File: src/rtl/cc_hit_miss_dispatcher.sv
// cc_hit_miss_dispatcher: turns tag-compare results into in-order hit-flag
// writes, hit-line writes and 8-beat WRAP AR requests for misses. Lookups are
// throttled by the FIFO almost-full flags and by the number of outstanding
// miss bursts.
// Optional feature macro: CC_DISPATCH_PERF_EN (adds hit/miss event counters).
module cc_hit_miss_dispatcher #(
  parameter int ADDR_WIDTH           = 32,
  parameter int MAX_OUTSTANDING_MISS = 4
) (
  input  logic                  clk,
  input  logic                  rst_n,
  input  logic                  lookup_valid_i,
  output logic                  lookup_ready_o,
  input  logic                  lookup_hit_i,
  input  logic [ADDR_WIDTH-1:0] lookup_addr_i,
  input  logic [511:0]          lookup_data_i,
  input  logic                  hit_flag_fifo_afull_i,
  output logic                  hit_flag_fifo_wren_o,
  output logic                  hit_flag_fifo_wdata_o,
  input  logic                  hit_data_fifo_afull_i,
  output logic                  hit_data_fifo_wren_o,
  output logic [517:0]          hit_data_fifo_wdata_o,
  output logic [ADDR_WIDTH-1:0] mem_araddr_o,
  output logic [3:0]            mem_arlen_o,
  output logic [2:0]            mem_arsize_o,
  output logic [1:0]            mem_arburst_o,
  output logic                  mem_arvalid_o,
  input  logic                  mem_arready_i,
  input  logic                  mem_rvalid_i,
  input  logic                  mem_rready_i,
  input  logic                  mem_rlast_i
`ifdef CC_DISPATCH_PERF_EN
  ,
  output logic [31:0]           hit_cnt_o,
  output logic [31:0]           miss_cnt_o
`endif
);

  typedef enum logic [0:0] {
    IDLE    = 1'b0,
    AR_WAIT = 1'b1
  } state_e;

  localparam logic [3:0] MAX_OUT = 4'(MAX_OUTSTANDING_MISS);

  state_e                  state_q, state_d;
  logic                    arvalid_q, arvalid_d;
  logic [ADDR_WIDTH-1:0]   araddr_q, araddr_d;
  logic [3:0]              outstanding_q, outstanding_d;
  logic                    flag_wren_q, flag_wren_d;
  logic                    flag_wdata_q, flag_wdata_d;
  logic                    data_wren_q, data_wren_d;
  logic [517:0]            data_wdata_q, data_wdata_d;
  logic                    accept_s;
  logic                    miss_inc_s;
  logic                    burst_done_s;

  // Ready: idle, flag FIFO has room, and the resource the lookup type needs.
  always_comb begin
    lookup_ready_o = 1'b0;
    if ((state_q == IDLE) && !hit_flag_fifo_afull_i) begin
      if (lookup_hit_i) begin
        lookup_ready_o = !hit_data_fifo_afull_i;
      end else begin
        lookup_ready_o = (outstanding_q < MAX_OUT);
      end
    end else begin
      lookup_ready_o = 1'b0;
    end
  end

  assign accept_s     = lookup_valid_i && lookup_ready_o;
  assign miss_inc_s   = accept_s && !lookup_hit_i;
  assign burst_done_s = mem_rvalid_i && mem_rready_i && mem_rlast_i;

  // Next-state and AR channel: a miss parks the FSM until AR is taken.
  always_comb begin
    state_d   = state_q;
    arvalid_d = arvalid_q;
    araddr_d  = araddr_q;
    case (state_q)
      IDLE: begin
        if (miss_inc_s) begin
          state_d   = AR_WAIT;
          arvalid_d = 1'b1;
          araddr_d  = {lookup_addr_i[ADDR_WIDTH-1:3], 3'b000};
        end else begin
          arvalid_d = 1'b0;
        end
      end
      AR_WAIT: begin
        if (mem_arready_i) begin
          state_d   = IDLE;
          arvalid_d = 1'b0;
        end else begin
          arvalid_d = 1'b1;
        end
      end
      default: begin
        state_d   = IDLE;
        arvalid_d = 1'b0;
      end
    endcase
  end

  // Flag/data write pulses and outstanding-miss bookkeeping.
  always_comb begin
    flag_wren_d  = accept_s;
    flag_wdata_d = accept_s && lookup_hit_i;
    data_wren_d  = accept_s && lookup_hit_i;
    data_wdata_d = data_wdata_q;
    if (accept_s && lookup_hit_i) begin
      data_wdata_d = {lookup_addr_i[5:0], lookup_data_i};
    end else begin
      data_wdata_d = data_wdata_q;
    end
    outstanding_d = outstanding_q;
    if (miss_inc_s && burst_done_s) begin
      outstanding_d = outstanding_q;
    end else if (miss_inc_s) begin
      outstanding_d = outstanding_q + 4'd1;
    end else if (burst_done_s && (outstanding_q != 4'd0)) begin
      outstanding_d = outstanding_q - 4'd1;
    end else begin
      outstanding_d = outstanding_q;
    end
  end

  // State and output registers with asynchronous clear.
  always_ff @(posedge clk or negedge rst_n) begin
    if (!rst_n) begin
      state_q       <= IDLE;
      arvalid_q     <= 1'b0;
      araddr_q      <= '0;
      outstanding_q <= 4'd0;
      flag_wren_q   <= 1'b0;
      flag_wdata_q  <= 1'b0;
      data_wren_q   <= 1'b0;
      data_wdata_q  <= 518'd0;
    end else begin
      state_q       <= state_d;
      arvalid_q     <= arvalid_d;
      araddr_q      <= araddr_d;
      outstanding_q <= outstanding_d;
      flag_wren_q   <= flag_wren_d;
      flag_wdata_q  <= flag_wdata_d;
      data_wren_q   <= data_wren_d;
      data_wdata_q  <= data_wdata_d;
    end
  end

  assign hit_flag_fifo_wren_o  = flag_wren_q;
  assign hit_flag_fifo_wdata_o = flag_wdata_q;
  assign hit_data_fifo_wren_o  = data_wren_q;
  assign hit_data_fifo_wdata_o = data_wdata_q;
  assign mem_araddr_o          = araddr_q;
  assign mem_arvalid_o         = arvalid_q;
  assign mem_arlen_o           = 4'd7;
  assign mem_arsize_o          = 3'b011;
  assign mem_arburst_o         = 2'b10;

`ifdef CC_DISPATCH_PERF_EN
  logic [31:0] hit_cnt_q, miss_cnt_q;

  // Accepted hit/miss event counters, wrapping naturally at 2^32.
  always_ff @(posedge clk or negedge rst_n) begin
    if (!rst_n) begin
      hit_cnt_q  <= 32'd0;
      miss_cnt_q <= 32'd0;
    end else begin
      if (accept_s && lookup_hit_i) begin
        hit_cnt_q <= hit_cnt_q + 32'd1;
      end
      if (miss_inc_s) begin
        miss_cnt_q <= miss_cnt_q + 32'd1;
      end
    end
  end

  assign hit_cnt_o  = hit_cnt_q;
  assign miss_cnt_o = miss_cnt_q;
`endif

endmodule

File: config.mk
export PLATFORM = sky130hd
export DESIGN_NAME = cc_hit_miss_dispatcher
export DESIGN_NICKNAME = d
export VERILOG_FILES = /design/src/rtl/cc_hit_miss_dispatcher.sv
export SDC_FILE = /design/constraint.sdc
export NUM_CORES = 1
export LEC_CHECK = 0
export ABC_AREA = 1
export BUFFER_PORTS_ARGS = -buffer_cell sky130_fd_sc_hd__buf_2
export CORE_AREA = 2 2 430 432
export CTS_CLUSTER_SIZE = 12
export DETAILED_ROUTE_END_ITERATION = 16
export DIE_AREA = 0 0 432 434
export GPL_ROUTABILITY_DRIVEN = 0
export PLACE_DENSITY = 0.37
export SLEW_MARGIN = 20
export SYNTH_ARGS = -nofsm -noshare
export SYNTH_HDL_FRONTEND = slang
export SYNTH_SLANG_ARGS = --single-unit
File: constraint.sdc
create_clock -name clk -period 2.6 [get_ports clk]
set_input_delay 0.13 -clock clk [delete_from_list [all_inputs] [get_ports clk]]
set_output_delay 0.13 -clock clk [all_outputs]
set_load 0.05 [all_outputs]
# Word-level counts from Yosys, hierarchy flattened
# Cells that the tools add are included.
[word_totals]
ff_bits = 554
wordCells = 33
output_inout_bits = 564
[classes]
n_lt_le_gt_ge = 1
n_reduce_logical = 15
n_mux = 7
n_bitwise = 2
addsub = 2
[ops]
columns = ["cell", "count"]
rows = [
  ["logical AND 1 bit", 8],
  ["2-to-1 mux 4 bit", 2],
  ["adder 4 x 1 -> 4 bit (second input constant)", 1],
  ["less-than comparator 4 x 3 -> 1 bit (second input constant)", 1],
  ["2-to-1 mux 1 bit", 4],
  ["AND reduction 2 bit", 2],
  ["nonzero test 4 bit", 1],
  ["subtractor 4 x 1 -> 4 bit (second input constant)", 1],
  ["logical NOT 1 bit", 3],
  ["inverter 1 bit", 2],
  ["one-hot mux 1 bit (2 select lines)", 1],
  ["nonzero test 2 bit", 1],
]

# Depth between registers and ports, before layout
# Gate-level depths: netlist (run 1).
[depth]
word_depth = 8
mapped_depth = 15
ltp_nobuf = 13

# Least setup slack after synthesis (run 1)
# Ideal clock, no wire load.
[synth_timing]
path_type = "reg-to-reg"
from = "register mem_arvalid_o (netlist name)"
to = "register outstanding_q[3]"
setup_slack_ps = 189
arrival_time_ps = 2294
path_stages_with_launch = 16
setup_ps = 117
synth_period_minus_slack_ps = 2411
cell_sequence = "dfrtp_1 nor2_1 nand2_1 inv_1 nand4_1 clkbuf_1 buf_1 ha_1 nand2_1 nand2_1 nor2_1 inv_1 nand2_1 nand2_1 nand2_1 nand2_1"
[synth_rtl]
columns = ["element", "line", "text"]
rows = [
  ["end signal, assigned", "144", "outstanding_q <= outstanding_d;"],
  ["end, declared", "49", "logic [3:0] outstanding_q, outstanding_d;"],
]

# Worst setup path in the final report (run 1)
[layout_timing]
from = "register outstanding_q[3]"
to = "register data_wdata_q[65] (netlist: hit_data_fifo_wdata_o[65])"
[layout_between]
elab_chain_cells = 5
[layout_rtl]
columns = ["element", "line", "text"]
rows = [
  ["less-than comparator 4 x 3 -> 1 bit", "65", "lookup_ready_o = (outstanding_q < MAX_OUT);"],
  ["2-to-1 mux 1 bit", "62", "if (lookup_hit_i) begin"],
  ["2-to-1 mux 1 bit", "61", "if ((state_q == IDLE) && !hit_flag_fifo_afull_i) begin"],
  ["logical AND 1 bit", "72", "assign accept_s = lookup_valid_i && lookup_ready_o;"],
  ["via accept_s", "54", "logic accept_s;"],
  ["logical AND 1 bit", "112", "if (accept_s && lookup_hit_i) begin"],
  ["end signal, assigned", "148", "data_wdata_q <= data_wdata_d;"],
  ["end, declared", "53", "logic [517:0] data_wdata_q, data_wdata_d;"],
]
# The timed path passes the listed nets, and every way through them passes these cells.
# A chain may end at the register's enable or synchronous reset.

==> run_results.csv, run 1 <==
group,metric,value,unit
synth,synth_top_area_cell,"dfrtp_1",
status,outcome,"completed",
run,maxCapViolCount,0,
grt,grt_max_degree,142,
grt,grtUsageTotal,12.2,%
routing,wl,120000,um
power,p_switching,25.4,mW
sta,max-slew-margin-rel,36.2,%
power,pwr-share-clk,21.8,%
grt,grt_pass1_vias,22700,
layout,area_growth,80.5,%
power,seq_power_share,29.6,%
clock_tree,clk_latency,0.68,ns
floorplanning,fp-row-count,157,
clock_tree,clk_pin_slew,0.06,ns
worst_setup_path,cp_max_fo,37,
sta,worst_slack,0.273,ns
placed_design,portBuffers,1105,
synth,ys_seq_area_share,65.9,%
sta,worst_pin_slew,0.957,ns
placed_design,place_inst,5830,
grt,overflow,0,
sta,final_hold_viol_count,0,
floorplanning,die_w,432,um
grt,antenna_found_initial,17,
sta,fin_skew,0.0215,ns
layout,fin_cells,6535,
layout,multi_input_area,6410,sq um
worst_setup_path,start_kind,"register",
hold_path,holdCritPathClass,"primary input to register",
routing,drc,0,
clock_tree,cts_setup_buffers,0,
floorplanning,floorplan.initialDensity,11.5,%
routing,drtPass1Iterations,5,
placed_design,place_area,29800,sq um
power,powerDensity,1290,nW/um^2
sta,setup_viol,0,
synth,synth_area_leaders,"dfrtp_1, nand2_1, buf_4",
sta,rsz0062_at_grt,"false",
grt,grt_pass1_wl,166000,um
power,intPower,23.5,mW
floorplanning,dieArea,187000,sq um
worst_setup_path,worstPathRequired,3.22,ns
sta,period_share,89.5,%
power,power.total,48.8,mW
sta,hold_ws,0.0910,ns
power,cellLeakagePower,20.5,nW
clock_tree,cts_tree,"done",
clock_tree,h-tree-depth,3,
placed_design,hpwlAfterDp,92900,um
worst_setup_path,critPathArrivalTime,2.95,ns
clock_tree,numCtsBuffers,75,
layout,layout.nets,4648,
power,ir_drop,0.000727,V
routing,vias,22300,
floorplanning,coreArea,182000,sq um
worst_setup_path,cp-end-kind,"register",
placed_design,place_ws,0.446,ns
sta,fmax,430,MHz
routing,viasPerCell,3.41,
clock_tree,cts.path.max_buffers,3,
worst_setup_path,path_class,"register to register",
synth,synth_warnings,0,
synth,synth.distinct_cells,21,
floorplanning,pin_count,1118,
layout,fillCellCount,20300,
layout,drive_gt1_share,31.5,%
routing,routedWlPerCell,18.4,um
worst_setup_path,rr_worst_depth,11,
synth,synth_seq_cells,554,
clock_tree,clock_tree.root_cell,"clkbuf_16",
layout,fin_util,20.8,%
synth,syn_area_per_cell,8.85,sq um
layout,seq_area,13900,sq um
sta,slew_viol_final,0,
power,swShare,51.9,%
synth,syn-cell-area,21000,sq um
synth,synth_top_area_share,65.9,%
synth,syn_inst,2378,
hold_path,min_path_cells,5,
routing,postRouteAntennaNets,0,
routing,drt-initial-drc-count,1364,
sta,min_period,2.33,ns
clock_tree,cts_sinks,554,
power,pwr-share-comb,48.6,%
sta,setup_tns,0,ns
floorplanning,die_y,434,um
layout,final_area,38000,sq um
[placed cells by master, fill, tap and decap left out, types with 5 or more instances in the layout]
cell and n:
buf_2 1104, buf_12 24, dlygate4sd3_1 569, nor2_1 6, o21ai_0 7, clkbuf_1 19
clkbuf_8 9, clkinv_2 8, nand2_1 1649, conb_1 12, nand3_1 6, inv_1 10
clkbuf_16 76, bufinv_16 5, buf_4 61, dfrtp_1 554, diode_2 7
[state kept, by name (all words and copies together), names as in the netlist]
register and flops:
hit_data_fifo_wdata_o 518, hit_data_fifo_wren_o 1, hit_flag_fifo_wren_o 1, mem_araddr_o 29, mem_arvalid_o 1, outstanding_q 4
[critical path, cell delays in order (launching register included)]
cell and delay [ns]:
dfrtp_1 0.39, nor2_1 0.20, nor2_1 0.07, nor2_2 0.09, nand2_1 0.07, inv_2 0.10, nand2_8 0.13, inv_8 0.23
buf_12 0.24, nand2_1 0.07, nand2_1 0.07, dlygate4sd3_1 0.56
[area by class of cell]
class,count,area share [%]
Tap cell,2385,7.86
Clock buffer,104,5.52
Sequential cell,554,36.5
Timing Repair Buffer,1759,32.1
Inverter,13,0.148
Clock inverter,25,0.949
Antenna cell,7,0.0461
Multi-Input combinational cell,1688,16.9
[metal layers]
layer	share of wire, %	global-route usage [%]
met5	0.010	0
met2	47	19.6
met4	2.5	3.69
met3	6.9	3.13
met1	43	16.0
[final timing paths]
| check | from | end | slack (ns) |
|---|---|---|---|
| hold / removal | mem_rready_i | outstanding_q[0]$_DFFE_PN0P_ | 0.09 |
| min in group asynchronous | rst_n | hit_data_fifo_wdata_o[221]$_DFFE_PN0P_ | 0.60 |
| setup reg to reg | outstanding_q[3]$_DFFE_PN0P_ | hit_data_fifo_wdata_o[65]$_DFFE_PN0P_ | 0.27 |
| max in group asynchronous | rst_n | hit_data_fifo_wdata_o[187]$_DFFE_PN0P_ | 0.40 |
| setup / recovery | outstanding_q[3]$_DFFE_PN0P_ | hit_data_fifo_wdata_o[65]$_DFFE_PN0P_ | 0.27 |
| hold reg to reg | hit_data_fifo_wdata_o[321]$_DFFE_PN0P_ | hit_data_fifo_wdata_o[321]$_DFFE_PN0P_ | 0.47 |
[Yosys cell counts, drive strengths merged]
| cell | n |
|---|---|
| a21oi | 1 |
| buf | 88 |
| clkbuf | 45 |
| clkinv | 1 |
| conb | 2 |
| dfrtp | 554 |
| fa | 1 |
| ha | 2 |
| inv | 12 |
| nand2 | 1650 |
| nand3 | 6 |
| nand4 | 1 |
| nor2 | 7 |
| o21ai | 7 |
| xor2 | 1 |
[cell families (layout without fill, tap and decap cells)]
group	after synthesis	after routing	synth area share (%)
XOR/XNOR	1	1	0.0416
flip-flops	554	554	65.9
AO/OA/AOI/OAI	8	8	0.190
other	2	19	0.0357
buffers and inverters	146	1901	3.84
adder cells (fa/ha/maj)	3	3	0.214
AND/OR/NAND/NOR	1664	1664	29.8
[power by group through the flow]
stage	registers [mW]	clock network [mW]	logic, mW
after floorplan	26.8	0	3.34
after global placement	14.5	0	23.2
after detailed placement	14.5	0	23.2
after CTS	14.4	11.1	24.0
after global routing	14.9	11.5	24.9
final	14.5	10.6	23.7
[what timing repair did]
action	4_1_cts	5_1_grt
hold endpoints to repair	875	0
setup endpoints to repair	0	0
hold buffers	569	0
resized for setup	0	0
(Power assumes the default switching activity.)
==> inputs of run 2 (changes only) <==
CTS_CLUSTER_DIAMETER = 100   (was default)
REMOVE_ABC_BUFFERS = 1   (was default)
==> run 2 against run 1 <==
  * Total power decreased by 5.2%
  * Register-to-register slack improved by 0.10 ns
  * Cell count decreased by 1.1%
  * Clock skew increased by 0.0021 ns
  * Count of clock-buffer cells in the layout decreased by 43
  * Worst hold slack got worse by 0.028 ns
  * Sequential share of layout area increased by 1.1 points
  * Core utilization decreased by 0.59 points
  * Cell area decreased by 2.8%
  * Setup slack improved by 0.10 ns
  * Critical path depth decreased by 1
  * Largest cell class unchanged
==> run_results.csv, run 2 (same netlist as run 1, synthesis figures left out) <==
group,metric,value,unit
layout,final_cell_mix,"nand2_1, buf_2, dfrtp_1, dlygate4sd3_1, clkbuf_16",
routing,routedWlPerCell,19.1,um
floorplanning,die_y,434,um
worst_setup_path,cp_max_fo,163,
layout,largest_reg_flops,518,
grt,grt_max_degree,164,
sta,max-slew-margin-rel,43.5,%
layout,fin_util,20.2,%
routing,postRouteAntennaNets,0,
hold_path,holdCritPathClass,"primary input to register",
floorplanning,floorplan.initialDensity,11.5,%
routing,drtPass1Iterations,5,
sta,min_period,2.23,ns
placed_design,hpwlAfterDp,97900,um
status,outcome,"completed",
power,seq_power_share,31.5,%
power,powerDensity,1260,nW/um^2
power,ir_drop,0.000527,V
clock_tree,cts_sinks,554,
floorplanning,die_w,432,um
run,maxCapViolCount,0,
grt,grtUsageTotal,12.6,%
grt,grt_pass1_wl,169000,um
layout,area_growth,75.4,%
floorplanning,coreArea,182000,sq um
sta,setup_viol,0,
worst_setup_path,worstPathRequired,3.20,ns
clock_tree,numCtsBuffers,56,
floorplanning,fp-row-count,157,
layout,drive_gt1_share,30.9,%
routing,drt-initial-drc-count,1228,
sta,setup_tns,0,ns
layout,layout.nets,4599,
worst_setup_path,cp-end-kind,"register",
worst_setup_path,start_kind,"register",
power,swShare,53.9,%
routing,viasPerCell,3.36,
worst_setup_path,critPathArrivalTime,2.82,ns
worst_setup_path,path_class,"register to register",
sta,fin_skew,0.0236,ns
power,pwr-share-clk,17.1,%
routing,drc,0,
placed_design,portBuffers,1105,
clock_tree,cts_setup_buffers,0,
sta,final_hold_viol_count,0,
clock_tree,clk_latency,0.68,ns
sta,period_share,85.6,%
clock_tree,h-tree-depth,2,
grt,overflow,0,
routing,vias,21700,
power,p_switching,25.0,mW
routing,wl,124000,um
floorplanning,pin_count,1118,
clock_tree,clk_pin_slew,0.06,ns
floorplanning,dieArea,187000,sq um
grt,antenna_found_initial,40,
sta,fmax,449,MHz
power,cellLeakagePower,20.0,nW
grt,grt_pass1_vias,22400,
power,pwr-share-comb,51.3,%
sta,slew_viol_final,0,
clock_tree,clock_tree.root_cell,"clkbuf_16",
power,intPower,21.4,mW
sta,rsz0062_at_grt,"false",
layout,layout_commonest_cell,"nand2_1",
sta,worst_pin_slew,0.848,ns
clock_tree,cts_tree,"done",
clock_tree,cts.path.max_buffers,3,
==> run 2: cell count changes in the layout (fill, tap and decap cells not counted), sizes merged <==
cell / previous run / this run
clkinv: 17 / 2
bufinv: 5 / 2
clkinvlp: 0 / 1
dlygate4sd3: 569 / 549
buf: 1190 / 1180
inv: 16 / 18
diode: 7 / 25
clkbuf: 104 / 61
==> run 2: final timing paths <==
path	startpoint	cells past startpoint	slack (ns)	to
max	outstanding_q[2]$_DFFE_PN0P_	10	0.37	hit_data_fifo_wdata_o[363]$_DFFE_PN0P_
min	mem_rready_i	5	0.06	outstanding_q[3]$_DFFE_PN0P_
max reg2reg	outstanding_q[2]$_DFFE_PN0P_	10	0.37	hit_data_fifo_wdata_o[363]$_DFFE_PN0P_
min reg2reg	hit_data_fifo_wdata_o[106]$_DFFE_PN0P_	2	0.47	hit_data_fifo_wdata_o[106]$_DFFE_PN0P_
max in group asynchronous	rst_n	3	1.72	hit_data_fifo_wdata_o[347]$_DFFE_PN0P_
min in group asynchronous	rst_n	3	0.18	hit_data_fifo_wdata_o[182]$_DFFE_PN0P_
==> run 2: through the flow <==
stage / worst slack [ns] / area [sq um] / instances / hold slack [ns] / power, mW
2_1_floorplan: -11.10 / 20300 / 2255 / -0.166 / 30.2
3_3_place_gp: 0.423 / 29700 / 5819 / 0.0753 / 38.1
3_5_place_dp: 0.397 / 29700 / 5819 / 0.0825 / 38.0
4_1_cts: 0.398 / 36800 / 6440 / 0.0552 / 47.1
5_1_grt: 0.135 / 36900 / 6459 / 0.0879 / 48.7
6_report: 0.374 / 36900 / 6465 / 0.0625 / 46.3
==> run 2: what timing repair did <==
| item | CTS | global route |
|---|---|---|
| hold endpoints to repair | 970 | 0 |
| gates resized for setup | 0 | 0 |
| hold buffers | 550 | 0 |
==> run 2: power groups by stage <==
stage / sequential, mW / combinational, mW / clock (mW)
5_1_grt: 15.0 / 25.0 / 8.63
4_1_cts: 14.6 / 24.2 / 8.34
2_1_floorplan: 26.8 / 3.39 / 0
3_5_place_dp: 14.6 / 23.4 / 0
3_3_place_gp: 14.7 / 23.3 / 0
6_report: 14.6 / 23.8 / 7.93
==> run 2: layout make-up <==
type	count	area, sq um
Antenna cell	25	62.6
Clock buffer	61	1450
Clock inverter	10	155
Fill cell	20400	146000
Inverter	13	56.3
Multi-Input combinational cell	1688	6410
Sequential cell	554	13900
Tap cell	2385	2980
Timing Repair Buffer	1729	11900
==> run 2: routing by layer <==
| metal | track usage, % | routed length, um |
|---|---|---|
| met2 | 20.9 | 59700 |
| met1 | 15.4 | 51000 |
| met5 | 0 | 103 |
| met3 | 3.64 | 8390 |
| met4 | 4.66 | 4600 |
==> run 2: critical path, stage by stage, from the launching register on <==
cell and delay (ns):
dfrtp_1 0.39, nor2_1 0.11, nor2_1 0.13, nor2_2 0.05
nand2_1 0.06, inv_2 0.06, nand2_8 0.09, buf_12 0.25
buf_12 0.54, nand2_1 0.13, nand2_1 0.11
